## config.mk

```make
export PLATFORM = sky130hd
export DESIGN_NAME = video_tpg
export DESIGN_NICKNAME = d
export VERILOG_FILES = /design/src/rtl/video_tpg.sv
export SDC_FILE = /design/constraint.sdc
export NUM_CORES = 1
export LEC_CHECK = 0
export CAP_MARGIN = 20
export CELL_PAD_IN_SITES_DETAIL_PLACEMENT = 0
export CELL_PAD_IN_SITES_GLOBAL_PLACEMENT = 2
export CORE_UTILIZATION = 32
export CTS_CLUSTER_DIAMETER = 100
export DETAILED_ROUTE_END_ITERATION = 6
export HOLD_SLACK_MARGIN = 0.03
export PLACE_DENSITY = 0.85
export SLEW_MARGIN = 20
export SYNTH_ARGS = -nofsm -noshare
export SYNTH_HDL_FRONTEND = slang
export SYNTH_SLANG_ARGS = --single-unit
```

## constraint.sdc

```tcl
create_clock -name clk_i -period 3.6 [get_ports clk_i]
set_input_delay 0.9 -clock clk_i [delete_from_list [all_inputs] [get_ports clk_i]]
set_output_delay 0.9 -clock clk_i [all_outputs]
set_load 0.05 [all_outputs]
```

## src/rtl/video_tpg.sv

```systemverilog
// Test-pattern AXI-Stream video source: one beat per active pixel, tuser marks pixel (0,0).
// Stands in for the DMA reader during HDMI bring-up and always emits whole frames.
module video_tpg #(
   parameter int H_ACTIVE = 1920,
   parameter int V_ACTIVE = 1080,
   parameter int BPP      = 24
) (
   input  logic           clk_i,
   input  logic           rst_i,
   input  logic           enable_i,
   input  logic [1:0]     pattern_sel_i,
   input  logic [23:0]    solid_rgb_i,
   output logic           out_axis_tvalid,
   input  logic           out_axis_tready,
   output logic [BPP-1:0] out_axis_tdata,
   output logic           out_axis_tuser,
   output logic [15:0]    frame_cnt_o,
   output logic           busy_o
);

   localparam int XW    = (H_ACTIVE > 1) ? $clog2(H_ACTIVE) : 1;
   localparam int YW    = (V_ACTIVE > 1) ? $clog2(V_ACTIVE) : 1;
   localparam int BAR_W = H_ACTIVE / 8;

   localparam logic [XW-1:0] X_LAST   = XW'(H_ACTIVE - 1);
   localparam logic [YW-1:0] Y_LAST   = YW'(V_ACTIVE - 1);
   localparam logic [XW-1:0] BAR_LAST = XW'(BAR_W - 1);

   typedef enum logic {
      IDLE,
      ACTIVE
   } state_t;

   state_t        state, state_nxt;
   logic [XW-1:0] x, x_nxt;
   logic [YW-1:0] y, y_nxt;
   logic [2:0]    bar, bar_nxt;
   logic [XW-1:0] bar_cnt, bar_cnt_nxt;
   logic [1:0]    pat, pat_nxt;
   logic [23:0]   solid, solid_nxt;
   logic          tvalid_nxt, tuser_nxt;
   logic [BPP-1:0] tdata_nxt;
   logic [15:0]   frame_cnt_nxt;

   logic [XW-1:0] x_adv, bar_cnt_adv;
   logic [YW-1:0] y_adv;
   logic [2:0]    bar_adv;
   logic          accept, last_pixel, start_frame;

   // Colour of one pixel; the bar index comes from the running sub-counter so no divider is needed.
   function automatic logic [23:0] pixel_rgb(input logic [1:0]    p,
                                             input logic [23:0]   s,
                                             input logic [XW-1:0] px,
                                             input logic [YW-1:0] py,
                                             input logic [2:0]    b);
      logic [23:0] rgb;
      logic [7:0]  ramp;
      rgb  = 24'h000000;
      ramp = 8'(px);
      case (p)
         2'd0: begin
            case (b)
               3'd0: rgb = 24'hFFFFFF;
               3'd1: rgb = 24'hFFFF00;
               3'd2: rgb = 24'h00FFFF;
               3'd3: rgb = 24'h00FF00;
               3'd4: rgb = 24'hFF00FF;
               3'd5: rgb = 24'hFF0000;
               3'd6: rgb = 24'h0000FF;
               default: rgb = 24'h000000;
            endcase
         end
         2'd1: rgb = {ramp, ramp, ramp};
         2'd2: rgb = (((32'(px) ^ 32'(py)) & 32'h20) != 32'd0) ? 24'hFFFFFF : 24'h000000;
         default: rgb = s;
      endcase
      return rgb;
   endfunction

   assign accept     = out_axis_tvalid && out_axis_tready;
   assign last_pixel = (x == X_LAST) && (y == Y_LAST);
   assign busy_o     = (state == ACTIVE);

   // Coordinates of the pixel following the one currently presented.
   always_comb begin
      x_adv       = x + XW'(1);
      y_adv       = y;
      bar_adv     = bar;
      bar_cnt_adv = bar_cnt + XW'(1);
      if (x == X_LAST) begin
         x_adv       = '0;
         y_adv       = y + YW'(1);
         bar_adv     = 3'd0;
         bar_cnt_adv = '0;
      end else if ((bar_cnt == BAR_LAST) && (bar != 3'd7)) begin
         bar_adv     = bar + 3'd1;
         bar_cnt_adv = '0;
      end
   end

   // Next-state and next output register values; a frame start relatches the pattern inputs.
   always_comb begin
      state_nxt     = state;
      x_nxt         = x;
      y_nxt         = y;
      bar_nxt       = bar;
      bar_cnt_nxt   = bar_cnt;
      pat_nxt       = pat;
      solid_nxt     = solid;
      tvalid_nxt    = out_axis_tvalid;
      tuser_nxt     = out_axis_tuser;
      tdata_nxt     = out_axis_tdata;
      frame_cnt_nxt = frame_cnt_o;
      start_frame   = 1'b0;

      case (state)
         IDLE: begin
            tvalid_nxt = 1'b0;
            tuser_nxt  = 1'b0;
            if (enable_i) begin
               start_frame = 1'b1;
            end
         end
         ACTIVE: begin
            if (accept) begin
               if (last_pixel) begin
                  frame_cnt_nxt = frame_cnt_o + 16'd1;
                  if (enable_i) begin
                     start_frame = 1'b1;
                  end else begin
                     state_nxt  = IDLE;
                     tvalid_nxt = 1'b0;
                     tuser_nxt  = 1'b0;
                     x_nxt      = '0;
                     y_nxt      = '0;
                  end
               end else begin
                  x_nxt       = x_adv;
                  y_nxt       = y_adv;
                  bar_nxt     = bar_adv;
                  bar_cnt_nxt = bar_cnt_adv;
                  tuser_nxt   = 1'b0;
                  tdata_nxt   = BPP'(pixel_rgb(pat, solid, x_adv, y_adv, bar_adv));
               end
            end
         end
         default: state_nxt = IDLE;
      endcase

      if (start_frame) begin
         state_nxt   = ACTIVE;
         pat_nxt     = pattern_sel_i;
         solid_nxt   = solid_rgb_i;
         x_nxt       = '0;
         y_nxt       = '0;
         bar_nxt     = 3'd0;
         bar_cnt_nxt = '0;
         tvalid_nxt  = 1'b1;
         tuser_nxt   = 1'b1;
         tdata_nxt   = BPP'(pixel_rgb(pattern_sel_i, solid_rgb_i, '0, '0, 3'd0));
      end
   end

   always_ff @(posedge clk_i or posedge rst_i) begin
      if (rst_i) begin
         state           <= IDLE;
         x               <= '0;
         y               <= '0;
         bar             <= 3'd0;
         bar_cnt         <= '0;
         pat             <= 2'd0;
         solid           <= 24'h000000;
         out_axis_tvalid <= 1'b0;
         out_axis_tuser  <= 1'b0;
         out_axis_tdata  <= '0;
         frame_cnt_o     <= 16'd0;
      end else begin
         state           <= state_nxt;
         x               <= x_nxt;
         y               <= y_nxt;
         bar             <= bar_nxt;
         bar_cnt         <= bar_cnt_nxt;
         pat             <= pat_nxt;
         solid           <= solid_nxt;
         out_axis_tvalid <= tvalid_nxt;
         out_axis_tuser  <= tuser_nxt;
         out_axis_tdata  <= tdata_nxt;
         frame_cnt_o     <= frame_cnt_nxt;
      end
   end

endmodule
```

==> flow_metrics.py <==
metrics = {
    "worst_setup_path": {
        "worstPathMaxFanout": 8,
        "reg2reg_depth": 8,
        "r2r_end": "out_axis_tdata[9]",
        "required_ns": 3.87,
        "cp_data_arrival_time_ns": 3.25,
        "reg2reg_slack_ns": 0.62,
        "end_kind": "flop",
        "crit_path_start_kind": "flop",
        "r2r_start": "bar[0]",
        "crit_type": "flop to flop",
    },
    "global_route": {
        "grtUsageTotal": 0.1745,
        "grt_pass1_wl_mm": 24.17,
        "antenna_found_initial": 0,
        "grt.overflow.total": 0,
        "grt_pass1_vias": 4548,
        "grt_max_degree": 59,
    },
    "job": {
        "drv_cap": 0,
    },
    "cts": {
        "cts_buffers": 9,
        "path_clk_slew_ns": 0.08,
        "ctsHoldBuffers": 0,
        "cts_root_buf": "clkbuf_16",
        "htree_levels": 3,
        "postCtsResizedCells": 0,
        "clkLatencyLatePin_ns": 0.36,
        "clockBufferDepth": 2,
        "cts_setup_buffers": 0,
        "cts_sinks": 105,
        "cts_tree": "built",
    },
    "yosys": {
        "synth_sequential_area_ratio": 0.4807,
        "synth_area_mm2": 0.005466,
        "ys_ff_latch": 105,
        "synth_fp_nets": 579,
        "ys_async_sr_fraction": 1.000,
        "synth_flop_cell": "dfrtp_1",
        "yosysWarningCount": 0,
        "avgSynthCellArea_um2": 10.07,
        "synth_edf_count": 0,
        "syn_inst": 543,
        "synth.distinct_cells": 51,
    },
    "floorplanning": {
        "rows": 47,
        "io-pin-count": 73,
        "die_height_um": 132.7,
        "start_util": 0.3285,
        "die_w_um": 132.7,
        "dieArea_mm2": 0.01761,
        "core_mm2": 0.01664,
    },
    "sta": {
        "setup_violations": 0,
        "max_slew_margin": 0.2178,
        "worst_pin_slew_ns": 1.159,
        "finalCritPeriodShare": 0.8271,
        "fin_skew_ns": 0.01239,
        "final_period_minus_worst_setup_slack_ns": 2.977,
        "fin_tns_setup_ns": 0,
        "max_freq_ghz": 0.3359,
        "hold_viol": 0,
        "grt_setup_unrepaired": "no",
        "slew_violations": 0,
    },
    "layout": {
        "final_cells": 835,
        "area_delta_synth_final_pct": 23.62,
        "drive_gt1_frac": 0.1236,
        "final_nets": 646,
        "diodes": 0,
        "post-route-util": 0.4061,
        "layout_common_cells": "dfrtp_1, clkdlybuf4s50_1, nor2_1",
        "final_common_cell": "dfrtp_1",
    },
    "place": {
        "place_inst": 819,
        "dp_hpwl_mm": 10.06,
        "port_buffers": 72,
        "gp_congestion": 0.8075,
    },
    "routing": {
        "drt_wl_total_mm": 14.59,
        "drcViolationCount": 0,
        "drtIter0Drc": 293,
        "dr.pass1.iters": 4,
        "via_per_inst": 5.369,
        "dr_total_vias": 4483,
        "drtAntennaViolNets": 0,
        "drt-wirelength-per-cell_um": 17.48,
    },
    "power_and_ir_drop": {
        "ir_drop_uv": 322.7,
        "pwr_density_cell_mw_per_mm2": 580.3,
        "leakagePower_nw": 2.792,
    },
    "min_path": {
        "min_path_cells": 1,
        "hold_path_end": "frame_cnt_o[15]",
        "min-delay-start": "frame_cnt_o[15]",
        "hp-class": "flop to flop",
    },
    "status": {
        "status": "finished, final reports clean",
    },
}
## worst max-delay path, cell delays in order, from the launching register on
cell and delay, ns:
dfrtp_1 0.41, ha_1 0.21, ha_1 0.20, or4b_2 0.65, nor4_4 0.37, mux2i_1 0.26, o2bb2ai_1 0.36, nor3_1 0.15
o32ai_1 0.28
## layout make-up
class                      instances  area [µm²]
clock buffer                       9       225.2
clock inverter                     7       97.59
fill                            1632        9884
inverter                           7       30.03
multi-input combinational        402        2671
sequential                       105        2628
tap                              220       275.3
timing repair buffer              85       830.8
## per-layer routing
metal  wire length [µm]  vias to the layer above  GRT usage
met5                  0                        -          0
met4                208                        0    0.05428
met3                622                       14    0.03257
met2               6987                      108     0.2807
met1               6776                     2213     0.2372
li1                   -                     2148          -
## per-stage QoR
stage / hold slack (ns) / power [W] / worst slack (ns) / area, µm²
finish: 0.4736 / 0.003921 / 0.6226 / 6758
global route: 0.5088 / 0.004111 / 0.4656 / 6758
CTS: 0.4773 / 0.003943 / 0.5875 / 6750
detailed placement: 0.4625 / 0.002886 / 0.4287 / 6427
global placement: 0.4642 / 0.002868 / 0.5050 / 6427
floorplan: 0.4571 / 0.002438 / 1.026 / 5470
## Yosys cell counts (3+ instances only)
master / count / area share
mux2i_1: 4 / 0.0073
xnor2_1: 18 / 0.029
o31ai_1: 6 / 0.0082
and3_1: 13 / 0.015
and4_1: 3 / 0.0048
o32ai_1: 25 / 0.040
nor2_1: 48 / 0.033
mux2_2: 28 / 0.058
clkbuf_1: 16 / 0.011
o22ai_1: 25 / 0.029
nand2_1: 41 / 0.028
inv_1: 7 / 0.0048
xor2_1: 18 / 0.029
or3_1: 6 / 0.0069
dfrtp_1: 105 / 0.48
a21oi_1: 42 / 0.038
nand3_1: 21 / 0.019
and2_1: 3 / 0.0034
o21ai_0: 13 / 0.012
nand4_1: 16 / 0.018
buf_2: 7 / 0.0064
ha_1: 6 / 0.014
nor3_1: 29 / 0.027
buf_6: 4 / 0.0082
## power breakdown
part | leakage (nW) | internal, W | switching, W | total, W
clock | 0.156 | 0.000559 | 0.000493 | 0.00105
sequential | 1.34 | 0.00138 | 0.000222 | 0.00160
combinational | 1.30 | 0.000480 | 0.000791 | 0.00127
total | 2.79 | 0.00241 | 0.00151 | 0.00392
## cell families (layout without fill, tap and decap cells)
| logic type | count (synthesis) | in the layout | share of synthesized area |
|---|---|---|---|
| flops | 105 | 105 | 0.4807 |
| mux | 32 | 32 | 0.06500 |
| xor+xnor | 36 | 36 | 0.05768 |
| compound gates | 127 | 127 | 0.1575 |
| simple gates | 201 | 201 | 0.1923 |
| fa+ha+maj | 6 | 6 | 0.01373 |
| buf+inv | 36 | 108 | 0.03319 |
## how the worst max path moves through the flow
stage / slack (ns) / cells after the start / from / to
final: 0.62 / 8 / bar[0] / out_axis_tdata[9]
after CTS: 0.59 / 8 / bar[0] / out_axis_tdata[9]
after detailed placement: 0.43 / 6 / out_axis_tready / out_axis_tdata[4]
after global placement: 0.51 / 6 / out_axis_tready / out_axis_tdata[4]
after global routing: 0.47 / 8 / bar[0] / out_axis_tdata[19]
after floorplan: 1.03 / 8 / bar[0] / out_axis_tdata[11]
## registers in the layout, summed over array words and instances, names as in the netlist, 2 cells and up
signal	count
out_axis_tdata	24
solid	24
frame_cnt_o	16
bar_cnt	11
x	11
y	11
bar	3
pat	2
Power figures use the tool's default switching activity.
